## src/rtl/mem_stage_pkg.sv

```systemverilog
// Shared definitions for the MEM pipeline stage: load/store opcodes,
// byte-enable patterns, FSM state encoding and opcode classification helpers.
package mem_stage_pkg;

  localparam logic [5:0] OP_LB  = 6'h20;
  localparam logic [5:0] OP_LH  = 6'h21;
  localparam logic [5:0] OP_LW  = 6'h23;
  localparam logic [5:0] OP_LBU = 6'h24;
  localparam logic [5:0] OP_LHU = 6'h25;
  localparam logic [5:0] OP_SB  = 6'h28;
  localparam logic [5:0] OP_SH  = 6'h29;
  localparam logic [5:0] OP_SW  = 6'h2B;

  localparam logic [3:0] BE_BYTE    = 4'b0001;
  localparam logic [3:0] BE_HALF_LO = 4'b0011;
  localparam logic [3:0] BE_HALF_HI = 4'b1100;
  localparam logic [3:0] BE_WORD    = 4'b1111;

  typedef enum logic {
    ST_IDLE   = 1'b0,
    ST_ACCESS = 1'b1
  } state_t;

  function automatic logic is_mem_op(input logic [5:0] op);
    case (op)
      OP_LB, OP_LH, OP_LW, OP_LBU, OP_LHU, OP_SB, OP_SH, OP_SW: return 1'b1;
      default: return 1'b0;
    endcase
  endfunction

  function automatic logic is_store_op(input logic [5:0] op);
    case (op)
      OP_SB, OP_SH, OP_SW: return 1'b1;
      default: return 1'b0;
    endcase
  endfunction

  function automatic logic is_misaligned(input logic [5:0] op, input logic [1:0] a);
    case (op)
      OP_LH, OP_LHU, OP_SH: return a[0];
      OP_LW, OP_SW:         return |a;
      default:              return 1'b0;
    endcase
  endfunction

endpackage

```

## src/rtl/mem_stage_load_align.sv

```systemverilog
// Load alignment: picks the addressed byte/halfword lane out of the bus read
// word and sign- or zero-extends it according to the load opcode.
//   i_op    load opcode
//   i_lane  effective address bits [1:0]
//   i_rdata raw bus read word
//   o_data  extended result for the MEM/WB register
module mem_stage_load_align
  import mem_stage_pkg::*;
(
  input  logic [5:0]  i_op,
  input  logic [1:0]  i_lane,
  input  logic [31:0] i_rdata,
  output logic [31:0] o_data
);

  logic [7:0]  w_byte;
  logic [15:0] w_half;

  always_comb begin
    w_byte = i_rdata[{i_lane, 3'b000} +: 8];
    w_half = i_lane[1] ? i_rdata[31:16] : i_rdata[15:0];
    case (i_op)
      OP_LB:   o_data = {{24{w_byte[7]}}, w_byte};
      OP_LBU:  o_data = {24'h0, w_byte};
      OP_LH:   o_data = {{16{w_half[15]}}, w_half};
      OP_LHU:  o_data = {16'h0, w_half};
      default: o_data = i_rdata;
    endcase
  end

endmodule

```

## src/rtl/mem_stage.sv

```systemverilog
// MEM pipeline stage: issues data-bus requests for loads/stores, stalls the
// upstream pipe while a request is outstanding, flags misaligned accesses and
// bus timeouts, and drives the MEM/WB register.
//   i_clk, i_a_rst_n          clock, async active-low reset
//   i_valid, i_instr_MemAc    EX/MEM instruction (opcode [31:26])
//   i_ALU_result_MemAc        effective address / ALU result
//   i_op2_MemAc               store data
//   o_stall                   freeze upstream pipe registers
//   o_mem_*/i_mem_*           data bus request / response
//   o_wb_*                    MEM/WB register
//   o_addr_err, o_bus_err     one-cycle error pulses
//
// state     | meaning
// ST_IDLE   | no request outstanding; non-memory ops pass through in 1 cycle
// ST_ACCESS | bus request held stable, waiting for ack or timeout
module mem_stage
  import mem_stage_pkg::*;
#(
  parameter int ACK_TIMEOUT = 255
) (
  input  logic        i_clk,
  input  logic        i_a_rst_n,
  input  logic        i_valid,
  input  logic [31:0] i_instr_MemAc,
  input  logic [31:0] i_ALU_result_MemAc,
  input  logic [31:0] i_op2_MemAc,
  output logic        o_stall,
  output logic        o_mem_req,
  output logic        o_mem_we,
  output logic [31:0] o_mem_addr,
  output logic [3:0]  o_mem_be,
  output logic [31:0] o_mem_wdata,
  input  logic        i_mem_ack,
  input  logic [31:0] i_mem_rdata,
  output logic        o_wb_valid,
  output logic [31:0] o_wb_instr,
  output logic [31:0] o_wb_data,
  output logic        o_addr_err,
  output logic        o_bus_err
);

  localparam int CNT_W = ($clog2(ACK_TIMEOUT + 1) > 8) ? $clog2(ACK_TIMEOUT + 1) : 8;
  // Timeout fires on the non-ack cycle that would take the count to ACK_TIMEOUT.
  localparam logic [CNT_W-1:0] CNT_LAST = CNT_W'(ACK_TIMEOUT - 1);

  state_t           r_state;
  logic [CNT_W-1:0] r_cnt;
  logic             r_mem_req, r_mem_we;
  logic [31:0]      r_mem_addr, r_mem_wdata, r_ea, r_instr;
  logic [3:0]       r_mem_be;
  logic [5:0]       r_op;
  logic             r_wb_valid, r_addr_err, r_bus_err;
  logic [31:0]      r_wb_instr, r_wb_data;

  logic [5:0]  w_op;
  logic        w_mem, w_mis, w_start, w_timeout;
  logic [3:0]  w_be;
  logic [31:0] w_wdata, w_load_data;

  assign w_op      = i_instr_MemAc[31:26];
  assign w_mem     = is_mem_op(w_op);
  assign w_mis     = is_misaligned(w_op, i_ALU_result_MemAc[1:0]);
  assign w_start   = (r_state == ST_IDLE) & i_valid & w_mem & ~w_mis;
  assign w_timeout = (r_state == ST_ACCESS) & ~i_mem_ack & (r_cnt == CNT_LAST);

  // Stall drops on the timeout cycle so the upstream moves past the failed
  // op instead of replaying it; reset forces it low regardless of i_valid.
  assign o_stall = i_a_rst_n &
                   (w_start | ((r_state == ST_ACCESS) & ~i_mem_ack & ~w_timeout));

  always_comb begin
    w_be    = BE_WORD;
    w_wdata = i_op2_MemAc;
    case (w_op)
      OP_SB: begin
        w_be    = BE_BYTE << i_ALU_result_MemAc[1:0];
        w_wdata = {4{i_op2_MemAc[7:0]}};
      end
      OP_SH: begin
        w_be    = i_ALU_result_MemAc[1] ? BE_HALF_HI : BE_HALF_LO;
        w_wdata = {2{i_op2_MemAc[15:0]}};
      end
      default: ;
    endcase
  end

  mem_stage_load_align u_load_align (
    .i_op    (r_op),
    .i_lane  (r_ea[1:0]),
    .i_rdata (i_mem_rdata),
    .o_data  (w_load_data)
  );

  always_ff @(posedge i_clk or negedge i_a_rst_n) begin
    if (!i_a_rst_n) begin
      r_state     <= ST_IDLE;
      r_cnt       <= '0;
      r_mem_req   <= 1'b0;
      r_mem_we    <= 1'b0;
      r_mem_addr  <= '0;
      r_mem_be    <= '0;
      r_mem_wdata <= '0;
      r_ea        <= '0;
      r_op        <= '0;
      r_instr     <= '0;
      r_wb_valid  <= 1'b0;
      r_wb_instr  <= '0;
      r_wb_data   <= '0;
      r_addr_err  <= 1'b0;
      r_bus_err   <= 1'b0;
    end else begin
      r_wb_valid <= 1'b0;
      r_addr_err <= 1'b0;
      r_bus_err  <= 1'b0;
      case (r_state)
        ST_IDLE: begin
          if (i_valid) begin
            if (w_mem) begin
              if (w_mis) begin
                r_addr_err <= 1'b1;
              end else begin
                r_state     <= ST_ACCESS;
                r_cnt       <= '0;
                r_mem_req   <= 1'b1;
                r_mem_we    <= is_store_op(w_op);
                r_mem_addr  <= {i_ALU_result_MemAc[31:2], 2'b00};
                r_mem_be    <= w_be;
                r_mem_wdata <= w_wdata;
                r_ea        <= i_ALU_result_MemAc;
                r_op        <= w_op;
                r_instr     <= i_instr_MemAc;
              end
            end else begin
              r_wb_valid <= 1'b1;
              r_wb_instr <= i_instr_MemAc;
              r_wb_data  <= i_ALU_result_MemAc;
            end
          end
        end
        ST_ACCESS: begin
          if (i_mem_ack) begin
            r_state    <= ST_IDLE;
            r_mem_req  <= 1'b0;
            r_mem_we   <= 1'b0;
            r_wb_valid <= 1'b1;
            r_wb_instr <= r_instr;
            r_wb_data  <= r_mem_we ? r_ea : w_load_data;
          end else if (w_timeout) begin
            r_state   <= ST_IDLE;
            r_mem_req <= 1'b0;
            r_mem_we  <= 1'b0;
            r_bus_err <= 1'b1;
          end else begin
            r_cnt <= r_cnt + CNT_W'(1);
          end
        end
        default: r_state <= ST_IDLE;
      endcase
    end
  end

  assign o_mem_req   = r_mem_req;
  assign o_mem_we    = r_mem_we;
  assign o_mem_addr  = r_mem_addr;
  assign o_mem_be    = r_mem_be;
  assign o_mem_wdata = r_mem_wdata;
  assign o_wb_valid  = r_wb_valid;
  assign o_wb_instr  = r_wb_instr;
  assign o_wb_data   = r_wb_data;
  assign o_addr_err  = r_addr_err;
  assign o_bus_err   = r_bus_err;

endmodule

```

## config.mk

```make
export PLATFORM = sky130hd
export DESIGN_NAME = mem_stage
export DESIGN_NICKNAME = d
export VERILOG_FILES = /design/src/rtl/mem_stage_pkg.sv /design/src/rtl/mem_stage_load_align.sv /design/src/rtl/mem_stage.sv
export SDC_FILE = /design/constraint.sdc
export NUM_CORES = 1
export LEC_CHECK = 0
export CAP_MARGIN = 25
export CELL_PAD_IN_SITES_DETAIL_PLACEMENT = 2
export CELL_PAD_IN_SITES_GLOBAL_PLACEMENT = 2
export CORE_UTILIZATION = 28
export CTS_CLUSTER_DIAMETER = 150
export DETAILED_ROUTE_END_ITERATION = 6
export GPL_ROUTABILITY_DRIVEN = 0
export PLACE_DENSITY = 0.87
export SYNTH_ARGS = -nofsm -noshare
export SYNTH_HDL_FRONTEND = slang
export SYNTH_SLANG_ARGS = --single-unit
```

## constraint.sdc

```tcl
create_clock -name i_clk -period 4.1 [get_ports i_clk]
set_input_delay 1.23 -clock i_clk [delete_from_list [all_inputs] [get_ports i_clk]]
set_output_delay 1.23 -clock i_clk [all_outputs]
set_load 0.02 [all_outputs]
```

# Word-level counts from Yosys, hierarchy flattened
# Index checks and enable logic that the tools add are counted.
# totals
register_bits	214
inputBits	132
output_inout_bits	138
word_cells	110
# classes
add_sub_neg	1
eq_ne	21
shift	2
muxes	50
n_bitwise	12
n_reduce_logical	9
# op_table
cell	n
$mux W32	7
$pmux W32 S2	3
$pmux W32 S4	1
$eq A6 B6 Y1 const B	12
$mux W8	5
$shiftx A32 B6 Y8	1
$mux W1	25
$mux W16	1
$pmux W8 S2	1
$ne A2 B2 Y1 const B	7
$pmux W1 S2	5
$add A8 B1 Y8 const B	1
$eq A8 B8 Y1 const B	1
$pmux W4 S2	1
$reduce_and A4 Y1	2
$reduce_or A8 Y1	1
$and A1 B1 Y1	7
$reduce_or A3 Y1	2
$reduce_and A5 Y1	1
$mux W4	1
$not A1 Y1	4
$reduce_or A2 Y1	2
$shl A1 B2 Y4 const A	1
$ne A3 B2 Y1 const B	1
2 further kinds	2

# Longest topological paths before layout
# logic_depth
word_depth	7
ltp_mapped	8
ltp_nobuf	7

# Modules after synthesis
# From an unflattened synthesis, not the netlist that was laid out.
# hier_totals
cells_unflattened	776
hier_area_um2	9584.2
# modules_own_cells
mod	instances	cells_per_inst	area_each_um2	seq_area_each_um2
mem_stage	1	661	8934.8	4454.3
mem_stage_load_align	1	115	649.4	0.0

# Worst setup path before layout
# No wires, ideal clock.
# synth_path
path_type	input to output
start	in i_instr_MemAc[28]
end	out o_stall
arrival_time_ps	2534
t_required_ps	2870
slack_ps	336
stages	7
n_path_buf	2
cell_sequence	nand2b_1 a221o_1 buf_2 a211o_1 buf_2 nand2_1 and2_1
# synth_between
elab_chain_len	7
elab_cells_between_ends	18
classes_between	eq/ne (8); mux (2); bitwise (5); reduce/logical (3)
# synth_rtl
item	line	rtl
from (decl)	mem_stage.sv:24	input logic [31:0] i_instr_MemAc,
$eq A6 B6 Y1 (on tied branches)	mem_stage_pkg.sv:25, mem_stage_pkg.sv:39	
$reduce_or A8 Y1, or another cell as far along	mem_stage_pkg.sv:25	case (op)
$mux W1 or $pmux W1 S2 (tied branches)	mem_stage_pkg.sv:25, mem_stage_pkg.sv:39	
$and A1 B1 Y1 or $not A1 Y1 (tied branches)	--	
$and A1 B1 Y1 (*)	mem_stage.sv:63	assign w_start = (r_state == ST_IDLE) & i_valid & w_mem & ~w_mis;
$or A1 B1 Y1 (*)	mem_stage.sv:69	(w_start | ((r_state == ST_ACCESS) & ~i_mem_ack & ~w_timeout));
$and A1 B1 Y1 (*)	mem_stage.sv:68	assign o_stall = i_a_rst_n &
to (decl)	mem_stage.sv:27	output logic o_stall,
# Every way passes the cells marked *; elsewhere a longest branch is shown, timed or not.

# Worst setup path after layout
# layout_path
start	in i_instr_MemAc[30]
end	out o_stall
# The elaborated chain is that of the path after synthesis.

==> impl_table.tex <==
\begin{tabular}{lr}
\hline
Metric & Value \\
\hline
\multicolumn{2}{l}{\textbf{Outcome}} \\
Run status & finished clean \\
\multicolumn{2}{l}{\textbf{Finish}} \\
Filler instances & 3325 \\
Final-stage net count & 1324 \\
Syn-to-layout area delta & 39.89\% \\
Area occupied by registers & 4456 µm² \\
Summed area of non-filler cells in the final layout & 12450 µm² \\
Footprint of the multi-input gates & 3881 µm² \\
Share of cells above drive strength 1 & 0.06899 \\
\multicolumn{2}{l}{\textbf{Detailed routing}} \\
Routed wire length & 35640 µm \\
Routed length on met3 & 2324 µm \\
Detailed-route wire length on metal 1 & 14480 µm \\
Drt drc & 0 \\
DRT Pass-1 Iters & 4 \\
Average vias per placed instance & 5.144 \\
Count of vias placed by the detailed router & 8231 \\
Remaining number of nets flagged by the antenna check after routing & 0 \\
Routed wire length on met2 & 17760 µm \\
DR iter-0 viols & 340 \\
Average wire length per cell after detail routing & 22.27 µm \\
Top sig layer & met4 \\
\multicolumn{2}{l}{\textbf{Yosys}} \\
Portion of the post-synthesis area used by sequential elements & 0.5004 \\
Most area-hungry cell type in the Yosys netlist & sky130\_fd\_sc\_hd\_\_dfrtp\_1 \\
Ranking of synthesized cells by instance count & sky130\_fd\_sc\_hd\_\_nand2\_1 (319), sky130\_fd\_sc\_hd\_\_dfrtp\_1 (178), sky130\_fd\_sc\_hd\_\_o21ai\_0 (81), sky130\_fd\_sc\_hd\_\_mux2i\_1 (68), sky130\_fd\_sc\_hd\_\_a22o\_1 (41) \\
Number of synthesized register bits & 178 \\
Netlist area before placement & 8902 µm² \\
Most numerous cell in the Yosys netlist & sky130\_fd\_sc\_hd\_\_nand2\_1 \\
Post-synthesis cell type count & 57 \\
Yosys warns & 0 \\
Area fraction of the dominant cell type after synthesis & 0.5004 \\
Synth Flop Type & sky130\_fd\_sc\_hd\_\_dfrtp\_1 \\
Post-synthesis cell count & 967 \\
Ranking of synthesized cells by area & sky130\_fd\_sc\_hd\_\_dfrtp\_1 (50\%), sky130\_fd\_sc\_hd\_\_nand2\_1 (13\%), sky130\_fd\_sc\_hd\_\_mux2i\_1 (7.6\%) \\
Number of flops mapped to enable cells by yosys & 0 \\
Mean instance size in the synthesized netlist & 9.206 µm² \\
FFs w/ async S/R, synth & 1.000 \\
\multicolumn{2}{l}{\textbf{Critical path}} \\
Type of the setup path with the least slack & in -> out \\
CP arrival & 2790 ps \\
Critical Path Source Type & input pin \\
Required arrival time at the worst endpoint & 2870 ps \\
Type of element capturing the critical path & output port \\
Crit path max fanout & 2 \\
Slowest cell on the critical path & sky130\_fd\_sc\_hd\_\_clkdlybuf4s50\_1 \\
Worst-path cell chain & clkdlybuf4s50\_1 -> nand2b\_1 -> a221o\_1 -> a211o\_4 -> nand2\_2 -> and2\_1 -> buf\_6 \\
Delay of the slowest critical-path stage & 410 ps \\
\multicolumn{2}{l}{\textbf{STA}} \\
Slew Limit Headroom & 0.4512 \\
Number of failing setup endpoints in the final timing report & 0 \\
Worst hold margin & 477.5 ps \\
Number of slew-limit violations in the final report & 0 \\
Least-Margin Pin Slew & 823.1 ps \\
Crit path time final & 4022 ps \\
Largest clock skew in the final design & 15.58 ps \\
RSZ-0062 raised after global routing & no \\
Post-route setup TNS & 0 ps \\
Count of endpoints failing hold in the final timing report & 0 \\
Achievable Freq & 0.2486 GHz \\
Portion of the clock cycle consumed by the worst path in the final layout & 0.9811 \\
\multicolumn{2}{l}{\textbf{GRT}} \\
Via count of the first global-routing pass & 9387 \\
Total Routing Usage GR & 0.2214 \\
Final global-route overflow total & 0 \\
Pin count of the biggest net entering global routing & 86 \\
Initial antenna violation count & 1 \\
First-pass GRT wire length & 55340 µm \\
\multicolumn{2}{l}{\textbf{Floorplanning}} \\
Die width & 180.3 µm \\
Initial standard-cell utilization of the core & 0.2880 \\
Die area & 32510 µm² \\
Number of placement rows & 64 \\
Die height & 180.3 µm \\
Number of placed I/O pins & 270 \\
Core outline area & 30910 µm² \\
\multicolumn{2}{l}{\textbf{Power}} \\
Leak pwr & 5.475 nW \\
Pwr Density & 502.5 nW/µm² \\
Worst voltage drop across the vdd grid & 255.0 µV \\
\multicolumn{2}{l}{\textbf{Place}} \\
Post-placement cell area & 11850 µm² \\
Port bufs & 267 \\
Half-perimeter wire length after placement & 25530 µm \\
\multicolumn{2}{l}{\textbf{Clock tree}} \\
Count of hold buffers inserted by post-cts repair & 0 \\
Clock input transition at the sequential cells of the worst setup and hold paths & 70 ps \\
TritonCTS clock tree & yes \\
Root cell of the clock tree & sky130\_fd\_sc\_hd\_\_clkbuf\_16 \\
CTS sink count & 178 \\
Largest buffer count on any clock path & 2 \\
Number of buffers inserted during clock tree synthesis & 17 \\
Post-CTS Repair Setup Buffers & 0 \\
H-tree levels & 4 \\
Insertion delay of the later-clocked pin in the worst-skew pair & 440 ps \\
\multicolumn{2}{l}{\textbf{Hold path}} \\
Worst Hold Class & reg -> reg \\
\multicolumn{2}{l}{\textbf{Job}} \\
Maxcap violations & 0 \\
\hline
\end{tabular}
[path summary, 6_finish.rpt]
path / cells past startpoint / slack, ps / to / startpoint
worst min-delay path: 2 / 480 / o_wb_instr[21] / o_wb_instr[21]
min in group asynchronous: 1 / 660 / o_mem_wdata[25] / i_a_rst_n
max in group asynchronous: 3 / 1810 / o_wb_data[6] / i_a_rst_n
worst max register to register: 6 / 1550 / o_wb_data[12] / r_instr[30]
worst min register to register: 2 / 480 / o_wb_instr[21] / o_wb_instr[21]
worst max-delay path: 7 / 80 / o_stall / i_instr_MemAc[30]
[flip-flops by register name, summed over array words and instances (netlist names)]
name and flops:
o_mem_req 1, o_wb_instr 32, r_cnt 8, r_instr 31, o_wb_data 32, r_state 1
r_ea 31, o_mem_wdata 32, o_mem_we 1, o_wb_valid 1, o_bus_err 1, r_op 1
o_mem_be 4, o_addr_err 1, o_mem_addr 1
[final cells by class]
cell class,count,area share
flip-flops and latches,178,0.3578
multi-input cells,680,0.3117
repair buffers,302,0.2399
well taps,396,0.03979
clock buffers,21,0.03697
clock inverters,11,0.01035
inverters,11,0.003316
diodes,1,0.0002009
[cells by family after synthesis]
group | after synthesis | synth area share
buffers and inverters | 110 | 0.06803
muxes | 70 | 0.08025
AOI/OAI and AO/OA | 216 | 0.1663
adders and majority gates | 2 | 0.002811
xor gates and xnor gates | 3 | 0.002952
DFF | 178 | 0.5004
other | 1 | 0.0004212
and+or+nand+nor | 387 | 0.1789
[what timing repair did]
item                                   in CTS  in global routing
resized for setup                           7                  6
setup endpoints to repair                   1                  1
endpoints found under the hold margin       0                  0
pin swaps                                   0                  1
[worst max-delay path, delay by kind of cell]
family | cells | cell delay, ps
and+or+nand+nor | 3 | 410
buffers and inverters | 2 | 530
AOI/OAI and AO/OA | 2 | 620
[where the power goes]
part | switching [mW] | leakage (nW) | total [mW] | internal (mW)
registers | 0.292 | 2.22 | 2.41 | 2.12
clock network | 0.770 | 0.272 | 1.71 | 0.937
logic | 1.18 | 2.98 | 2.14 | 0.960
total | 2.24 | 5.48 | 6.26 | 4.02
[routing by layer]
| layer | track usage | up-vias |
|---|---|---|
| met1 | 0.2569 | 4201 |
| met3 | 0.06568 | 57 |
| met4 | 0.08342 | 0 |
| li1 | - | 3721 |
| met5 | 0 | - |
| met2 | 0.3836 | 252 |
[cells in the final DEF, fill, tap and decap left out, drive strengths merged, types with 20 or more instances in the layout]
cell,synthesis,routed
a22o,41,41
a22oi,21,21
buf,64,36
clkbuf,35,22
clkdlybuf4s50,0,261
dfrtp,178,178
mux2i,68,68
nand2,319,319
nand2b,20,20
o21ai,89,89
[metrics by stage]
| step | setup slack [ps] | util | std cells | total power, mW |
|---|---|---|---|---|
| global route | 17.40 | 0.4028 | 1599 | 6.570 |
| CTS | 0.3499 | 0.4024 | 1599 | 6.344 |
| floorplan | 336.3 | - | 968 | 3.530 |
| detailed placement | -548.1 | 0.3834 | 1567 | 4.586 |
| global placement | -503.4 | 0.3825 | 1566 | 4.481 |
| finish | 77.59 | 0.4029 | 1600 | 6.258 |
Power figures use the tool's default switching activity.
